===== src/rtl/branch_predictor_pkg.sv =====
// branch_predictor_pkg: shared types, constants and helpers for the branch predictor.
// Latency: n/a (types and pure functions only).
// Backpressure: n/a.
package branch_predictor_pkg;

  // 2-bit saturating counter states
  typedef enum logic [1:0] {
    CNT_SNT = 2'b00,
    CNT_WNT = 2'b01,
    CNT_WT  = 2'b10,
    CNT_ST  = 2'b11
  } cnt_e;

  // Table entries come out of reset as weak-not-taken
  localparam logic [1:0] BP_INIT = CNT_WNT;

  localparam int STAT_W = 16;

  // Move a counter one step toward the actual outcome, saturating at both ends
  function automatic logic [1:0] cnt_train(input logic [1:0] cur, input logic taken);
    logic [1:0] nxt;
    nxt = cur;
    if (taken) begin
      if (cur != CNT_ST) nxt = cur + 2'd1;
    end else begin
      if (cur != CNT_SNT) nxt = cur - 2'd1;
    end
    return nxt;
  endfunction

  // Statistics counters stick at all-ones
  function automatic logic [STAT_W-1:0] sat_inc(input logic [STAT_W-1:0] v);
    return (v == {STAT_W{1'b1}}) ? v : v + STAT_W'(1);
  endfunction

endpackage


===== src/rtl/branch_predictor_fifo.sv =====
// branch_predictor_fifo: in-order queue of outstanding predictions with flush.
// Latency: an entry pushed in cycle N is visible at the head in cycle N+1; no bypass.
// Backpressure: push refused while full (even with a same-cycle pop); pop ignored while empty; flush wins.
// Ports: push_vld_i/push_dat_i push side, pop_rdy_i/pop_dat_o pop side, flush_i, full_o/empty_o status.
module branch_predictor_fifo #(
  parameter int DEPTH = 4,
  parameter int W     = 7
) (
  input  logic         clk,
  input  logic         reset,
  input  logic         push_vld_i,
  input  logic [W-1:0] push_dat_i,
  input  logic         pop_rdy_i,
  output logic [W-1:0] pop_dat_o,
  input  logic         flush_i,
  output logic         full_o,
  output logic         empty_o
);

  localparam int PTR_W = $clog2(DEPTH);
  localparam int OCC_W = PTR_W + 1;

  logic [W-1:0]     mem_q [DEPTH];
  logic [PTR_W-1:0] wr_ptr_q, wr_ptr_d;
  logic [PTR_W-1:0] rd_ptr_q, rd_ptr_d;
  logic [OCC_W-1:0] occ_q, occ_d;
  logic             push_fire;
  logic             pop_fire;

  assign full_o    = (occ_q == OCC_W'(DEPTH));
  assign empty_o   = (occ_q == '0);
  assign pop_dat_o = mem_q[rd_ptr_q];

  // Fullness is judged on the current occupancy, so a same-cycle pop never frees a slot
  assign push_fire = push_vld_i & ~full_o & ~flush_i;
  assign pop_fire  = pop_rdy_i & ~empty_o & ~flush_i;

  always_comb begin
    wr_ptr_d = wr_ptr_q;
    rd_ptr_d = rd_ptr_q;
    occ_d    = occ_q;
    if (flush_i) begin
      wr_ptr_d = '0;
      rd_ptr_d = '0;
      occ_d    = '0;
    end else begin
      if (push_fire) wr_ptr_d = wr_ptr_q + PTR_W'(1);
      if (pop_fire)  rd_ptr_d = rd_ptr_q + PTR_W'(1);
      occ_d = occ_q + OCC_W'(push_fire) - OCC_W'(pop_fire);
    end
  end

  always_ff @(posedge clk or posedge reset) begin
    if (reset) begin
      wr_ptr_q <= '0;
      rd_ptr_q <= '0;
      occ_q    <= '0;
    end else begin
      wr_ptr_q <= wr_ptr_d;
      rd_ptr_q <= rd_ptr_d;
      occ_q    <= occ_d;
    end
  end

  // Storage needs no reset: occupancy alone decides which slots are live
  always_ff @(posedge clk) begin
    if (push_fire) mem_q[wr_ptr_q] <= push_dat_i;
  end

endmodule


===== src/rtl/branch_predictor.sv =====
// branch_predictor: 2-bit saturating-counter predictor with in-order resolve queue and stats.
// Latency: pred_taken/pred_ready/res_ready combinational; mispredict, correct_taken, counts 1 cycle after pop.
// Backpressure: pred_ready low while DEPTH branches are outstanding; res_ready low when none are.
// Ports: pred_* fetch request, res_* execute outcome, flush, mispredict/correct_taken pulse, branch_cnt/miss_cnt.
module branch_predictor
  import branch_predictor_pkg::*;
#(
  parameter int WIDTH    = 32,
  parameter int IDX_BITS = 6,
  parameter int DEPTH    = 4
) (
  input  logic             clk,
  input  logic             reset,
  input  logic             pred_valid,
  input  logic [WIDTH-1:0] pred_pc,
  output logic             pred_ready,
  output logic             pred_taken,
  input  logic             res_valid,
  input  logic             res_comp,
  output logic             res_ready,
  input  logic             flush,
  output logic             mispredict,
  output logic             correct_taken,
  output logic [15:0]      branch_cnt,
  output logic [15:0]      miss_cnt
);

  localparam int TBL_N = 1 << IDX_BITS;

  logic [1:0]          tbl_q [TBL_N];
  logic [IDX_BITS-1:0] pred_idx;
  logic [IDX_BITS:0]   head_dat;
  logic [IDX_BITS-1:0] head_idx;
  logic                head_pred;
  logic                fifo_full;
  logic                fifo_empty;
  logic                push_fire;
  logic                pop_fire;
  logic                mispredict_q, mispredict_d;
  logic                correct_taken_q, correct_taken_d;
  logic [15:0]         branch_cnt_q, branch_cnt_d;
  logic [15:0]         miss_cnt_q, miss_cnt_d;
  logic                unused_pc;

  assign pred_idx   = pred_pc[IDX_BITS+1:2];
  assign unused_pc  = ^{pred_pc[WIDTH-1:IDX_BITS+2], pred_pc[1:0]};
  assign pred_taken = tbl_q[pred_idx][1];
  assign pred_ready = ~fifo_full;
  assign res_ready  = ~fifo_empty;
  assign head_idx   = head_dat[IDX_BITS:1];
  assign head_pred  = head_dat[0];

  assign push_fire  = pred_valid & pred_ready;
  assign pop_fire   = res_valid & res_ready & ~flush;

  branch_predictor_fifo #(
    .DEPTH(DEPTH),
    .W    (IDX_BITS + 1)
  ) u_fifo (
    .clk       (clk),
    .reset     (reset),
    .push_vld_i(push_fire),
    .push_dat_i({pred_idx, pred_taken}),
    .pop_rdy_i (res_valid),
    .pop_dat_o (head_dat),
    .flush_i   (flush),
    .full_o    (fifo_full),
    .empty_o   (fifo_empty)
  );

  always_comb begin
    mispredict_d    = pop_fire & (head_pred != res_comp);
    correct_taken_d = pop_fire & res_comp;
    branch_cnt_d    = pop_fire ? sat_inc(branch_cnt_q) : branch_cnt_q;
    miss_cnt_d      = mispredict_d ? sat_inc(miss_cnt_q) : miss_cnt_q;
  end

  // Training reads the live table entry; a same-cycle prediction still sees the old value
  always_ff @(posedge clk or posedge reset) begin
    if (reset) begin
      for (int i = 0; i < TBL_N; i++) tbl_q[i] <= BP_INIT;
    end else if (pop_fire) begin
      tbl_q[head_idx] <= cnt_train(tbl_q[head_idx], res_comp);
    end
  end

  always_ff @(posedge clk or posedge reset) begin
    if (reset) begin
      mispredict_q    <= 1'b0;
      correct_taken_q <= 1'b0;
      branch_cnt_q    <= '0;
      miss_cnt_q      <= '0;
    end else begin
      mispredict_q    <= mispredict_d;
      correct_taken_q <= correct_taken_d;
      branch_cnt_q    <= branch_cnt_d;
      miss_cnt_q      <= miss_cnt_d;
    end
  end

  assign mispredict    = mispredict_q;
  assign correct_taken = correct_taken_q;
  assign branch_cnt    = branch_cnt_q;
  assign miss_cnt      = miss_cnt_q;

endmodule


===== config.mk =====
export PLATFORM = sky130hd
export DESIGN_NAME = branch_predictor
export DESIGN_NICKNAME = d
export VERILOG_FILES = /design/src/rtl/branch_predictor_pkg.sv /design/src/rtl/branch_predictor_fifo.sv /design/src/rtl/branch_predictor.sv
export SDC_FILE = /design/constraint.sdc
export NUM_CORES = 1
export LEC_CHECK = 0
export CORE_MARGIN = 2
export CORE_UTILIZATION = 40
export CTS_CLUSTER_DIAMETER = 30
export DETAILED_ROUTE_END_ITERATION = 8
export RECOVER_POWER = 100
export SYNTH_ARGS = -nofsm -noshare
export SYNTH_HDL_FRONTEND = slang
export SYNTH_SLANG_ARGS = --single-unit

===== constraint.sdc =====
create_clock -name clk -period 16.9 [get_ports clk]
set_input_delay 3.38 -clock clk [delete_from_list [all_inputs] [get_ports clk]]
set_output_delay 3.38 -clock clk [all_outputs]
set_load 0.01 [all_outputs]

==> run_results.csv, run 1 <==
group,metric,value,unit
finish,syn_to_final_growth,14.2,%
synthesis,synth_top_family_by_area,"multiplexers",
finish,drive_above_1_share,0.257,
routing,ant_nets,0,
finish,insertedDiodeCount,0,
synthesis,ys.flop_type,"dfrtp_1",
floorplan,io_pins,75,
finish,fillCellCount,2213,
hold_path,min_path_type,"reg2reg",
timing,fin_crit,10790,ps
clock_tree,cts_setup_buffers,0,
power_and_ir_drop,power.internal,970,uW
routing,wl,23300,um
clock_tree,cts.sinks,197,
timing,drv_slew,211,
timing,hold_viol_final,0,
synthesis,synth.most_common_cell,"nand2_1",
power_and_ir_drop,p_leak,4.55,nW
synthesis,netlist_top_cells_area,"dfrtp_1, dfstp_2, mux2_2",
timing,skew,12.1,ps
synthesis,syn-cell-area,9860,um2
routing,drc_errors,0,
clock_tree,ctsResizeCount,0,
grt,overflow,0,
synthesis,synthCells,825,
clock_tree,path_clk_slew,80,ps
finish,seq_area,5150,um2
synthesis,synth-adder-area-share,0.0122,
timing,slew_headroom,-1.91,
grt,grtUsageMet1,0.260,
floorplan,start_util,0.407,
synthesis,ys_async_sr_fraction,0.858,
synthesis,yosys-top-cells-count,"nand2_1, dfrtp_1, mux2_2, dfstp_2, o31ai_1",
routing,num_vias,6635,
timing,rsz0062_at_grt,"false",
grt,track_usage,0.187,
clock_tree,cts_buffers,17,
synthesis,synthDistinctLibCells,51,
setup_path,crit_fanout,20,
timing,hold-worst-slack,485,ps
synthesis,yosys.area_share.simple,0.115,
power_and_ir_drop,sw_frac_of_total,0.372,
synthesis,synth_top_cell_area_share,0.267,
synthesis,synth.avg_cell_area,11.9,um2
synthesis,synth-edff-count,28,
clock_tree,cts_root_buf,"clkbuf_16",
timing,post-route-period-util,0.639,
run_status,status,"finished, violations left",
setup_path,cp_slowest_cell,"clkbuf_1",
synthesis,synthXorXnorAreaFrac,0.0320,
setup_path,arrival,7410,ps
clock_tree,clk_latency,450,ps
clock_tree,cts.hold.buffers_added,0,
place,port_buffers,48,
timing,max_freq,92.7,MHz
synthesis,syn_nets,872,
clock_tree,cts_tree,"yes",
floorplan,die_h,161,um
setup_path,crit_path_max_incr_delay,1150,ps
finish,multiInputGateArea,4490,um2
place,place.gp.congestion,0.775,
setup_path,crit_path_start_kind,"input pin",
grt,grt_pass1_wl,37600,um
power_and_ir_drop,power.density,137,nW/um2
grt,grt.busiest_layer,"met2",
setup_path,required,13520,ps
grt,met3_usage,0.0375,
floorplan,die_w,161,um
timing,setup_viol,0,
floorplan,die_area,25900,um2
power_and_ir_drop,clkPwrFrac,0.266,
grt,grt_max_degree,99,
power_and_ir_drop,ir_drop,104,uV
finish,final_nets,906,
clock_tree,clock_path_buffers,2,
power_and_ir_drop,p_seq_frac,0.413,
synthesis,synth.area.mux_share,0.213,
synthesis,synth-seq-cells,197,
setup_path,cp-end-kind,"output pin",
setup_path,cpMostUsedCell,"mux4_2",
routing,routedWlPerCell,19.4,um
timing,worstMarginPinSlew,4330,ps
synthesis,synth_warnings,0,
power_and_ir_drop,power.net_switching,574,uW
run_status,violations,"capacitance limit, slew limit",
routing,via_per_inst,5.55,
synthesis,ys_seq_area_frac,0.522,
grt,grt_pass1_vias,6569,
floorplan,rows,57,
place,hpwl,15200,um
grt,grt_use_met2,0.298,
routing,dr.pass1.iters,5,
synthesis,synth-compound-area-share,0.0790,
flow_run,cap_violations,5,
floorplan,coreArea,24200,um2
power_and_ir_drop,comb_power_share,0.321,
setup_path,crit_type,"in2out",
synthesis,yosys.area.top_type,"dfrtp_1",
setup_path,crit_chain,"dlygate4sd3_1, clkbuf_1, mux4_2, mux4_2, mux4_2, dlygate4sd3_1",
timing,tns,0,ps
routing,dr.first_iter.drc_count,736,
grt,antenna_found_initial,0,
clock_tree,htreeDepth,4,
[area by class of cell]
cell class,count,share of cell area
flip-flops and latches,197,0.458
multi-input cells,569,0.399
repair buffers,60,0.0497
clock buffers,19,0.0412
well taps,324,0.0360
clock inverters,13,0.0118
inverters,14,0.00478
[critical path: cells and delay by family]
family                 cells  cell delay (ps)
multiplexers               3             1710
buffers and inverters      3             2300
[final timing paths]
kind / endpoint / depth (start not counted) / slack, ps / from
max in group asynchronous: miss_cnt[2] / 3 / 7330 / reset
setup reg to reg: tbl_q[76] / 9 / 11950 / u_fifo.rd_ptr_q[0]
min in group asynchronous: tbl_q[87] / 2 / 4700 / reset
hold / removal: miss_cnt[10] / 1 / 480 / miss_cnt[10]
hold reg to reg: miss_cnt[10] / 1 / 480 / miss_cnt[10]
setup / recovery: pred_taken / 6 / 6110 / pred_pc[2]
[power groups by stage]
stage | Clock, mW | Sequential (mW) | Combinational (mW)
floorplan | 0 | 0.626 | 0.356
global placement | 0 | 0.645 | 0.499
detailed placement | 0 | 0.647 | 0.504
CTS | 0.420 | 0.638 | 0.505
global route | 0.439 | 0.647 | 0.542
finish | 0.411 | 0.637 | 0.496
[layout by cell type (no fill, tap or decap), types with 3 or more instances in the layout]
cell           netlist  final
inv_1               13     12
nand2_1            161    161
o31ai_1             64     64
o2111ai_1            3      3
xnor2_1             21     21
mux4_2              34     34
nand4_1              8      8
nor3_1              14     14
clkinv_4             0      5
nor2b_1              5      5
mux2i_1             44     44
nor2_1              36     36
a211oi_1             3      3
o21ai_0              6      6
nor3b_1              6      6
o22ai_1              6      6
xor2_1              15     15
dfstp_2             64     64
buf_4                2      9
clkbuf_1            15      3
dlygate4sd3_1        0     46
clkbuf_16            0     18
dfrtp_1            105    105
edfxtp_1            28     28
mux2_2              79     79
nand3_1              9      9
nand2b_1             3      3
and2_0               0      5
or3_1                3      3
inv_8                0      5
a22oi_1              4      4
ha_1                 8      8
[metal layers]
metal / share of wire / vias up / routed length [um]
met2: 0.48 / 149 / 11200
met4: 0.016 / 0 / 375
li1: - / 3099 / -
met1: 0.46 / 3363 / 10700
met3: 0.042 / 24 / 975
met5: 0 / - / 0
[through the flow]
step           power (mW)  cell area [um2]  std cells  utilization  worst slack, ps
6_report             1.54            11300       1196        0.464             6110
5_1_grt              1.63            11300       1196        0.464             5880
4_1_cts              1.56            11300       1196        0.465             6930
3_5_place_dp         1.15            10700       1164        0.441             6940
3_3_place_gp         1.14            10700       1164        0.441             6960
2_1_floorplan       0.982             9860        825            -             7670
[state kept, by name (all words and copies together), names as in the netlist]
register and cells:
tbl_q 128, u_fifo.mem_q 28, branch_cnt 16, miss_cnt 16, u_fifo.occ_q 3, u_fifo.rd_ptr_q 2, u_fifo.wr_ptr_q 2, correct_taken 1
mispredict 1
[cell families (layout without fill, tap and decap cells)]
kind of cell / count (synthesis) / count (layout)
mux: 157 / 157
simple gates: 262 / 262
buf+inv: 59 / 106
fa+ha+maj: 9 / 9
xor+xnor: 36 / 36
compound gates: 105 / 105
flops: 197 / 197
(Power assumes the default switching activity.)
==> run 2, diff against run 1 <==
==> constraint.sdc (replaced) <==
create_clock -name clk -period 9.6 [get_ports clk]
set_input_delay 1.92 -clock clk [delete_from_list [all_inputs] [get_ports clk]]
set_output_delay 1.92 -clock clk [all_outputs]
set_load 0.01 [all_outputs]
==> run 2 against run 1 <==
Net effect: the flow still finishes with violations (capacitance limit, slew limit); setup slack got worse by 4400 ps; total power increased by 74%; clock power increased by 71%; sequential power increased by 76%; global-route usage decreased by 0.11 points; sequential cell count unchanged; register-to-register slack got worse by 9800 ps; combinational power increased by 74%; die area unchanged; largest cell class unchanged.
==> run_results.csv, run 2 (synthesis results as in run 1) <==
group,metric,value,unit
flow_run,cap_violations,5,
place,dpl-instance-area,10700,um2
setup_path,crit_path_start_kind,"input pin",
power_and_ir_drop,sw_frac_of_total,0.368,
finish,final_nets,908,
finish,insertedDiodeCount,0,
power_and_ir_drop,p_leak,4.53,nW
routing,routedWlPerCell,19.5,um
power_and_ir_drop,power.net_switching,990,uW
routing,drc_errors,0,
clock_tree,cts_root_buf,"clkbuf_16",
run_status,violations,"capacitance limit, slew limit",
grt,grt_max_degree,90,
finish,layout_common_cells,"nand2_1, dfrtp_1, mux2_2",
clock_tree,cts_tree,"yes",
floorplan,die_area,25900,um2
floorplan,die_h,161,um
floorplan,start_util,0.407,
setup_path,startpoint,"pred_pc[2]",
timing,skew,13.6,ps
timing,fin_ws,1750,ps
finish,reg_top3,"tbl_q: 128 flops, u_fifo.mem_q: 28 flops",
timing,drv_slew,261,
setup_path,arrival,5930,ps
clock_tree,cts.hold.buffers_added,0,
setup_path,required,7680,ps
routing,drt-met1-wl,10700,um
routing,via_per_inst,5.57,
routing,ant_nets,0,
setup_path,endpoint,"pred_taken",
clock_tree,clk_latency,440,ps
floorplan,coreArea,24200,um2
finish,syn_to_final_growth,13.8,%
timing,worstMarginPinSlew,3900,ps
finish,multiInputGateArea,4470,um2
grt,track_usage,0.186,
finish,fillCellCount,2223,
setup_path,r2r-end,"tbl_q[115]",
clock_tree,clock_path_buffers,2,
timing,hold_viol_final,0,
finish,stdcell_area,11200,um2
power_and_ir_drop,comb_power_share,0.320,
routing,wl_met2,11100,um
place,pre_cts_slack,2480,ps
routing,highest_layer,"met5",
timing,tns,0,ps
grt,overflow,0,
setup_path,crit_type,"in2out",
finish,seq_area,5150,um2
run_status,status,"finished, violations left",
setup_path,cp-end-kind,"output pin",
routing,num_vias,6669,
timing,setup_viol,0,
clock_tree,cts.sinks,197,
clock_tree,htreeDepth,4,
timing,hold-worst-slack,486,ps
power_and_ir_drop,power.internal,1.70,mW
clock_tree,cts_buffers,17,
power_and_ir_drop,p_seq_frac,0.418,
floorplan,die_w,161,um
clock_tree,cts_setup_buffers,0,
clock_tree,ctsResizeCount,0,
finish,drive_above_1_share,0.255,
routing,dr.pass1.iters,5,
power_and_ir_drop,clkPwrFrac,0.262,
timing,max_freq,127,MHz
floorplan,rows,57,
grt,grt_pass1_wl,37300,um
place,hpwl,15500,um
setup_path,r2r-start,"u_fifo.rd_ptr_q[0]",
timing,slew_headroom,-1.61,
finish,layout_commonest_cell,"nand2_1",
setup_path,regToRegSetupSlack,2140,ps
power_and_ir_drop,power.density,240,nW/um2
setup_path,crit_fanout,13,
timing,fin_crit,7850,ps
routing,wl_met3,1010,um
grt,grt_pass1_vias,6667,
power_and_ir_drop,ir_drop,141,uV
floorplan,io_pins,75,
routing,wl,23300,um
timing,post-route-period-util,0.818,
finish,fin_util,0.462,
finish,final_cells,1198,
timing,rsz0062_at_grt,"false",
place,place.gp.congestion,0.803,
place,port_buffers,48,
place,placedCellCount,1166,
setup_path,r2r_cells,10,
finish,largest_reg_flops,128,
clock_tree,path_clk_slew,70,ps
grt,antenna_found_initial,1,
power_and_ir_drop,power,2.69,mW
hold_path,min_path_type,"reg2reg",
finish,top_register,"tbl_q",
routing,dr.first_iter.drc_count,537,
run 2: cell count changes in the layout (fill, tap and decap cells not counted), sizes merged:
cell           previous run  this run
bufinv                    0         1
dlygate4sd3              46        45
clkdlybuf4s50             2         3
clkinvlp                  2         4
clkbuf                   22        23
clkinv                    7         5
run 2: power groups by stage:
stage	clock [mW]	combinational [mW]	sequential, mW
final	0.703	0.861	1.12
after global routing	0.750	0.946	1.14
after CTS	0.720	0.892	1.13
after detailed placement	0	0.890	1.14
after global placement	0	0.882	1.14
after floorplan	0	0.627	1.10
run 2: final cells by class:
cell class              count  share of cell area
well taps                 324              0.0361
multi-input cells         569               0.398
flip-flops and latches    197               0.459
clock buffers              18              0.0383
clock inverters            14              0.0126
repair buffers             62              0.0507
inverters                  14             0.00480
run 2: metal layers:
| layer | global-route usage | vias up |
|---|---|---|
| li1 | - | 3099 |
| met1 | 0.258 | 3404 |
| met2 | 0.295 | 128 |
| met3 | 0.0370 | 36 |
| met4 | 0.0597 | 2 |
| met5 | 0 | - |
run 2: how the worst min path moves through the flow:
| stage | end | start | cells past startpoint | slack, ps |
|---|---|---|---|---|
| 2_1_floorplan | tbl_q[19] | tbl_q[19] | 2 | 460 |
| 3_3_place_gp | miss_cnt[12] | miss_cnt[12] | 1 | 480 |
| 3_5_place_dp | branch_cnt[9] | branch_cnt[9] | 1 | 480 |
| 4_1_cts | branch_cnt[9] | branch_cnt[9] | 1 | 490 |
| 5_1_grt | branch_cnt[9] | branch_cnt[9] | 1 | 500 |
| 6_report | branch_cnt[9] | branch_cnt[9] | 1 | 490 |
run 2: critical path: stages:
cell and delay [ps]:
dlygate4sd3_1 820, clkbuf_1 880, mux4_2 600, mux4_2 520, mux4_2 540, dlygate4sd3_1 630
